--- src/rtl/rf_2r1w_sync_pkg.sv ---
// rf_pkg: shared types and helpers for rf_2r1w_sync (parity helper built only with RF_PARITY_EN)
package rf_pkg;

    localparam int RF_MAX_BIT = 64;

    typedef enum logic {RF_CLEAR, RF_READY} rf_state_e;

    function automatic logic [RF_MAX_BIT-1:0] rf_merge(
        input logic [RF_MAX_BIT-1:0] old,
        input logic [RF_MAX_BIT-1:0] d,
        input logic [RF_MAX_BIT-1:0] bweb
    );
        return (old & bweb) | (d & ~bweb);
    endfunction

`ifdef RF_PARITY_EN
    function automatic logic rf_parity(input logic [RF_MAX_BIT-1:0] data);
        return ^data;
    endfunction
`endif

endpackage

--- src/rtl/rf_2r1w_sync_if.sv ---
// rf_2r1w_sync_if: write port, two read ports and BUSY status (PERRA/PERRB with RF_PARITY_EN)
interface rf_2r1w_sync_if #(
    parameter int numBit     = 8,
    parameter int numRowAddr = 4
);
    logic                  CEBW;
    logic [numRowAddr-1:0] AW;
    logic [numBit-1:0]     D;
    logic [numBit-1:0]     BWEB;
    logic                  CEBA;
    logic [numRowAddr-1:0] AA;
    logic [numBit-1:0]     QA;
    logic                  CEBB;
    logic [numRowAddr-1:0] AB;
    logic [numBit-1:0]     QB;
    logic                  BUSY;
`ifdef RF_PARITY_EN
    logic                  PERRA;
    logic                  PERRB;
`endif

    modport master (
        output CEBW, AW, D, BWEB, CEBA, AA, CEBB, AB,
        input  QA, QB, BUSY
`ifdef RF_PARITY_EN
        , PERRA, PERRB
`endif
    );

    modport slave (
        input  CEBW, AW, D, BWEB, CEBA, AA, CEBB, AB,
        output QA, QB, BUSY
`ifdef RF_PARITY_EN
        , PERRA, PERRB
`endif
    );

endinterface

--- src/rtl/rf_2r1w_sync_clear_seq.sv ---
// rf_clear_seq: post-reset sweep that zeroes every row, holding BUSY until the last row is written
module rf_clear_seq
    import rf_pkg::*;
#(
    parameter int numRow     = 16,
    parameter int numRowAddr = 4
) (
    input  logic                  clk,
    input  logic                  rst,
    output logic                  busy,
    output logic                  clr_we,
    output logic [numRowAddr-1:0] clr_addr
);

    rf_state_e             state_q, state_d;
    logic [numRowAddr-1:0] cnt_q, cnt_d;

    // state and row counter registers; reset restarts the sweep from row 0
    always_ff @(posedge clk) begin
        if (rst) begin
            state_q <= RF_CLEAR;
            cnt_q   <= '0;
        end else begin
            state_q <= state_d;
            cnt_q   <= cnt_d;
        end
    end

    // advance one row per cycle while clearing, leave after the last row
    always_comb begin
        state_d = state_q;
        cnt_d   = cnt_q;
        if (state_q == RF_CLEAR) begin
            cnt_d = cnt_q + 1'b1;
            if (cnt_q == numRowAddr'(numRow - 1)) begin
                state_d = RF_READY;
                cnt_d   = '0;
            end
        end
    end

    assign busy     = state_q == RF_CLEAR;
    assign clr_we   = busy;
    assign clr_addr = cnt_q;

endmodule

--- src/rtl/rf_2r1w_sync.sv ---
// rf_2r1w_sync: 1W/2R register file, masked writes, write-through bypass, clear sweep (RF_PARITY_EN adds row parity)
module rf_2r1w_sync
    import rf_pkg::*;
#(
    parameter int numRow     = 16,
    parameter int numBit     = 8,
    parameter int numRowAddr = 4
) (
    input logic          CLK,
    input logic          RST,
    rf_2r1w_sync_if.slave bus
);

    logic                  busy, clr_we, we, ok_a, ok_b, hit_a, hit_b;
    logic [numRowAddr-1:0] clr_addr;
    logic [numBit-1:0]     wdata;
    logic [numBit-1:0]     mem_q [numRow];
    logic [numBit-1:0]     mem_d [numRow];
    logic [numBit-1:0]     qa_q, qa_d, qb_q, qb_d;

    rf_clear_seq #(.numRow(numRow), .numRowAddr(numRowAddr)) u_clr (
        .clk      (CLK),
        .rst      (RST),
        .busy     (busy),
        .clr_we   (clr_we),
        .clr_addr (clr_addr)
    );

    // decode port accesses; out-of-range rows never write and read as zero
    always_comb begin
        we    = !busy && !bus.CEBW && (32'(bus.AW) < numRow);
        ok_a  = 32'(bus.AA) < numRow;
        ok_b  = 32'(bus.AB) < numRow;
        hit_a = we && (bus.AW == bus.AA);
        hit_b = we && (bus.AW == bus.AB);
        wdata = numBit'(rf_merge(RF_MAX_BIT'(mem_q[bus.AW]), RF_MAX_BIT'(bus.D), RF_MAX_BIT'(bus.BWEB)));
    end

    // next row contents: clear sweep has priority over the port write
    always_comb begin
        mem_d = mem_q;
        if (clr_we) mem_d[clr_addr] = '0;
        else if (we) mem_d[bus.AW] = wdata;
    end

    // next read data, bypassing a same-cycle write to the same row
    always_comb begin
        qa_d = busy ? '0 : bus.CEBA ? qa_q : !ok_a ? '0 : hit_a ? wdata : mem_q[bus.AA];
        qb_d = busy ? '0 : bus.CEBB ? qb_q : !ok_b ? '0 : hit_b ? wdata : mem_q[bus.AB];
    end

    // row storage, initialised by the clear sweep rather than reset
    always_ff @(posedge CLK) begin
        mem_q <= mem_d;
    end

    // read output registers
    always_ff @(posedge CLK) begin
        if (RST) begin
            qa_q <= '0;
            qb_q <= '0;
        end else begin
            qa_q <= qa_d;
            qb_q <= qb_d;
        end
    end

    assign bus.QA   = qa_q;
    assign bus.QB   = qb_q;
    assign bus.BUSY = busy;

`ifdef RF_PARITY_EN
    logic par_q [numRow];
    logic par_d [numRow];
    logic perra_q, perra_d, perrb_q, perrb_d;

    // parity follows the row: cleared to 0, recomputed from the merged value on write
    always_comb begin
        par_d = par_q;
        if (clr_we) par_d[clr_addr] = 1'b0;
        else if (we) par_d[bus.AW] = rf_parity(RF_MAX_BIT'(wdata));
    end

    // flag stored rows whose parity disagrees; bypassed data is fresh and never flags
    always_comb begin
        perra_d = busy ? 1'b0 : bus.CEBA ? perra_q : (!ok_a || hit_a) ? 1'b0 :
                  par_q[bus.AA] != rf_parity(RF_MAX_BIT'(mem_q[bus.AA]));
        perrb_d = busy ? 1'b0 : bus.CEBB ? perrb_q : (!ok_b || hit_b) ? 1'b0 :
                  par_q[bus.AB] != rf_parity(RF_MAX_BIT'(mem_q[bus.AB]));
    end

    // parity storage
    always_ff @(posedge CLK) begin
        par_q <= par_d;
    end

    // parity error output registers
    always_ff @(posedge CLK) begin
        if (RST) begin
            perra_q <= 1'b0;
            perrb_q <= 1'b0;
        end else begin
            perra_q <= perra_d;
            perrb_q <= perrb_d;
        end
    end

    assign bus.PERRA = perra_q;
    assign bus.PERRB = perrb_q;
`endif

endmodule

--- src/flat_wrapper.sv ---
// flat-port wrapper written by rule: the top's interface ports become plain ports
module rf_2r1w_sync_flat import rf_pkg::*;
#(
    parameter int numRow     = 16,
    parameter int numBit     = 8,
    parameter int numRowAddr = 4
)
  (CLK, RST, bus_CEBW, bus_AW, bus_D, bus_BWEB, bus_CEBA, bus_AA, bus_CEBB, bus_AB, bus_QA, bus_QB, bus_BUSY);
  rf_2r1w_sync_if #(.numBit(numBit), .numRowAddr(numRowAddr)) bus_i ();
  input logic CLK;
  input logic RST;
  input wire logic [$bits(bus_i.CEBW)-1:0] bus_CEBW;
  input wire logic [$bits(bus_i.AW)-1:0] bus_AW;
  input wire logic [$bits(bus_i.D)-1:0] bus_D;
  input wire logic [$bits(bus_i.BWEB)-1:0] bus_BWEB;
  input wire logic [$bits(bus_i.CEBA)-1:0] bus_CEBA;
  input wire logic [$bits(bus_i.AA)-1:0] bus_AA;
  input wire logic [$bits(bus_i.CEBB)-1:0] bus_CEBB;
  input wire logic [$bits(bus_i.AB)-1:0] bus_AB;
  output wire logic [$bits(bus_i.QA)-1:0] bus_QA;
  output wire logic [$bits(bus_i.QB)-1:0] bus_QB;
  output wire logic [$bits(bus_i.BUSY)-1:0] bus_BUSY;
  assign bus_i.CEBW = bus_CEBW;
  assign bus_i.AW = bus_AW;
  assign bus_i.D = bus_D;
  assign bus_i.BWEB = bus_BWEB;
  assign bus_i.CEBA = bus_CEBA;
  assign bus_i.AA = bus_AA;
  assign bus_i.CEBB = bus_CEBB;
  assign bus_i.AB = bus_AB;
  assign bus_QA = bus_i.QA;
  assign bus_QB = bus_i.QB;
  assign bus_BUSY = bus_i.BUSY;
  rf_2r1w_sync #(.numRow(numRow), .numBit(numBit), .numRowAddr(numRowAddr)) u_core (.CLK(CLK), .RST(RST), .bus(bus_i));
endmodule
--- config.mk ---
export PLATFORM = sky130hd
export DESIGN_NAME = rf_2r1w_sync_flat
export DESIGN_NICKNAME = d
export VERILOG_FILES = /design/src/rtl/rf_2r1w_sync_pkg.sv /design/src/rtl/rf_2r1w_sync_if.sv /design/src/rtl/rf_2r1w_sync_clear_seq.sv /design/src/rtl/rf_2r1w_sync.sv /design/src/flat_wrapper.sv
export SDC_FILE = /design/constraint.sdc
export NUM_CORES = 1
export LEC_CHECK = 0
export ABC_AREA = 1
export CAP_MARGIN = 30
export CORE_MARGIN = 4
export CORE_UTILIZATION = 45
export CTS_CLUSTER_DIAMETER = 100
export DETAILED_ROUTE_END_ITERATION = 8
export SYNTH_ARGS = -nofsm -noshare
export SYNTH_HDL_FRONTEND = slang
export SYNTH_SLANG_ARGS = --single-unit
--- constraint.sdc ---
create_clock -name CLK -period 2.2 [get_ports CLK]
set_input_delay 0.33 -clock CLK [delete_from_list [all_inputs] [get_ports CLK]]
set_output_delay 0.33 -clock CLK [all_outputs]
set_load 0.03 [all_outputs]
==> reports/summary.txt <==
Tcrit/Tclk final - 93.8%
Overall Power - 8.93 mW
Area growth, synth to finish - 23.4%
share of layout cells above drive strength 1 - 13.1%
Via density - 6.07
TritonCTS clock tree - built
# rows - 56
clock sink total - 149
port buffer count - 49
Crit. End Element - flip-flop
number of synthesized flops with an enable pin - 128
RSZ-0062 raised after global routing - no
1st-pass router iterations - 9
YS warnings - 0
Yosys reg bits - 149
Initial DRC Count - 1705
type of the most critical hold path - reg -> reg
sequential area share after synthesis - 39.4%
GRT overflow - 0
antenna-violating nets left - 0
fillers - 2324
Worst Hold Depth - 2
nets@finish - 1657
routed len/inst - 23.1 um
clock slew at reported path FFs - 0.07 ns
Netlist cell types - 38
clk_skew - 0.0111 ns
CP Launch Type - input pin
R2R cell count - 11
area leader, netlist - edfxtp_1
drt drc - 1
Worst Path Max Fanout - 12
Synth Flop Type - edfxtp_1
die area - 0.0266 mm2
root buf cell - clkbuf_16
fin. max-slew vios - 0
synthesized area per cell - 7.15 um2
Antenna Cells - 0
cts bufs inserted - 17
Post-Route WL - 45000 um
die width - 163 um
Top Ports - 50
Final Hold Viols - 0
Reg2Reg Setup Slack - 0.29 ns
FFs w/ async S/R, synth - 0%
htree depth - 4
total track usage - 33.4%
failing checks - design-rule violations
total of max-cap violations - 0
maximum clock path buffer count - 2
first-pass GRT wire length - 67000 um
Worst EP required - 2.49 ns
dominant cell by count in the synthesized netlist - nand2_1
status - finished, violations left
vias in the first global route - 11100
Post-Route Utilization - 56.8%
Post-Syn Area - 0.0108 mm2
synth top area cells - edfxtp_1, nand2_1, nand3_1, o211ai_1, inv_1
initial antenna violation count - 1
DR vias - 11900
syn_nets - 1551
Core Box Area - 0.0235 mm2
Final Wtd Congestion - 1.05
Cells after Synth - 1514
worst setup margin - 0.137 ns
Setup crit start - bus_AW[1]
Setup WS pre-CTS - -0.513 ns
top cell type's share of synthesized area - 35.5%
Die Y - 163 um
largest net degree at the start of global routing - 82
Fmax - 485 MHz
reg-to-reg endpoint - u_core.mem_q[108]
Slew HR - 59.8%
Final setup viols - 0
Clock Latency Late Sink - 0.44 ns
min cycle time layout - 2.06 ns
Worst-Margin Slew - 0.602 ns
pwr/cell area - 668 mW/mm2
critical path class - in -> reg
Max VDD drop - 0.495 mV
crit path DAT - 2.35 ns
Initial Utilization - 46.0%
Leak - 5.72 nW
CP endpoint - u_core.mem_q[67]
DPL Wire Length - 32700 um
r2r startpoint - u_core.mem_q[12]
Commonest cells post-synth - nand2_1, nand3_1, inv_1, edfxtp_1, nor2_1
-- cells by family after synthesis --
logic type | share of synthesized area, %
AO/OA/AOI/OAI | 18.1
buffers and inverters | 9.74
AND/OR/NAND/NOR | 32.1
adder cells (fa/ha/maj) | 0.462
XOR/XNOR | 0.243
flip-flops | 39.4
-- flip-flops by register name, summed over array words and instances (netlist names) --
register	count
u_core.bus.QB	8
u_core.u_clr.state_q	1
u_core.bus.QA	8
u_core.mem_q	128
u_core.u_clr.clr_addr	4
-- metrics by stage --
step / cells / setup TNS, ns / hold WS, ns / area, um2
after floorplan: 1514 / 0 / 0.399 / 10800
after global placement: 1913 / -64.26 / 0.515 / 12700
after detailed placement: 1913 / -68.12 / 0.518 / 12700
after CTS: 1945 / 0 / 0.527 / 13200
after global routing: 1952 / 0 / 0.543 / 13400
final: 1952 / 0 / 0.530 / 13400
-- power by group --
part	total (mW)	internal (mW)	switching, mW
clock network	2.96	1.59	1.37
logic	2.23	0.864	1.37
registers	3.74	3.44	0.292
-- layout make-up --
cell class	instances	area, um2	share of cell area [%]
Multi-Input combinational cell	1128	5560	41.6
Sequential cell	149	4270	31.9
Timing Repair Buffer	184	2030	15.2
Inverter	140	544	4.07
Clock buffer	17	425	3.18
Tap cell	319	399	2.99
Clock inverter	15	146	1.10
-- critical path: stages --
cell	delay [ns]
dlygate4sd2_1	0.34
buf_12	0.19
inv_4	0.06
buf_12	0.12
nor2_4	0.26
nand2_1	0.08
o21ai_1	0.08
nor2_1	0.07
nor2_1	0.21
nor2_1	0.11
nand2_2	0.08
nand2_2	0.07
buf_12	0.16
o21ai_1	0.14
-- per-layer routing --
metal	up-vias	share of wire [%]	track usage (%)
met2	740	45	53.2
met1	5543	39	45.2
met5	-	0.020	0
met4	2	4.8	13.7
li1	5418	-	-
met3	148	11	6.03
-- cell usage in the layout (no fill, tap or decap), types with 6 or more instances in the layout --
master / netlist / final
o211ai_1: 90 / 90
o21ai_0: 83 / 82
o21ai_1: 24 / 25
nand2_1: 461 / 459
buf_4: 7 / 94
o32ai_1: 52 / 52
dfxtp_1: 21 / 20
edfxtp_1: 128 / 128
a21boi_1: 2 / 6
clkinv_1: 4 / 6
nor2_1: 118 / 116
nand3_1: 200 / 200
inv_1: 134 / 132
o22ai_1: 7 / 7
a21oi_1: 30 / 30
buf_12: 0 / 40
clkdlybuf4s50_1: 0 / 45
nand2_2: 14 / 14
clkbuf_16: 0 / 18
or2_2: 9 / 9
-- what timing repair did --
action,in CTS,in global routing
resized for setup,5,20
gates cloned,0,2
pin swaps,1,3
setup buffers,0,5
setup endpoints to repair,49,129
hold buffers,0,0
-- worst min path at each step --
stage,startpoint,to,slack (ns)
2_1_floorplan,RST,u_core.u_clr.state_q,0.40
3_3_place_gp,u_core.bus.QA[1],u_core.bus.QA[1],0.52
3_5_place_dp,u_core.bus.QA[3],u_core.bus.QA[3],0.52
4_1_cts,u_core.bus.QA[3],u_core.bus.QA[3],0.53
5_1_grt,u_core.bus.QB[6],u_core.bus.QB[6],0.54
6_report,u_core.bus.QA[1],u_core.bus.QA[1],0.53
Note: power is estimated with default switching activity, not from simulation.
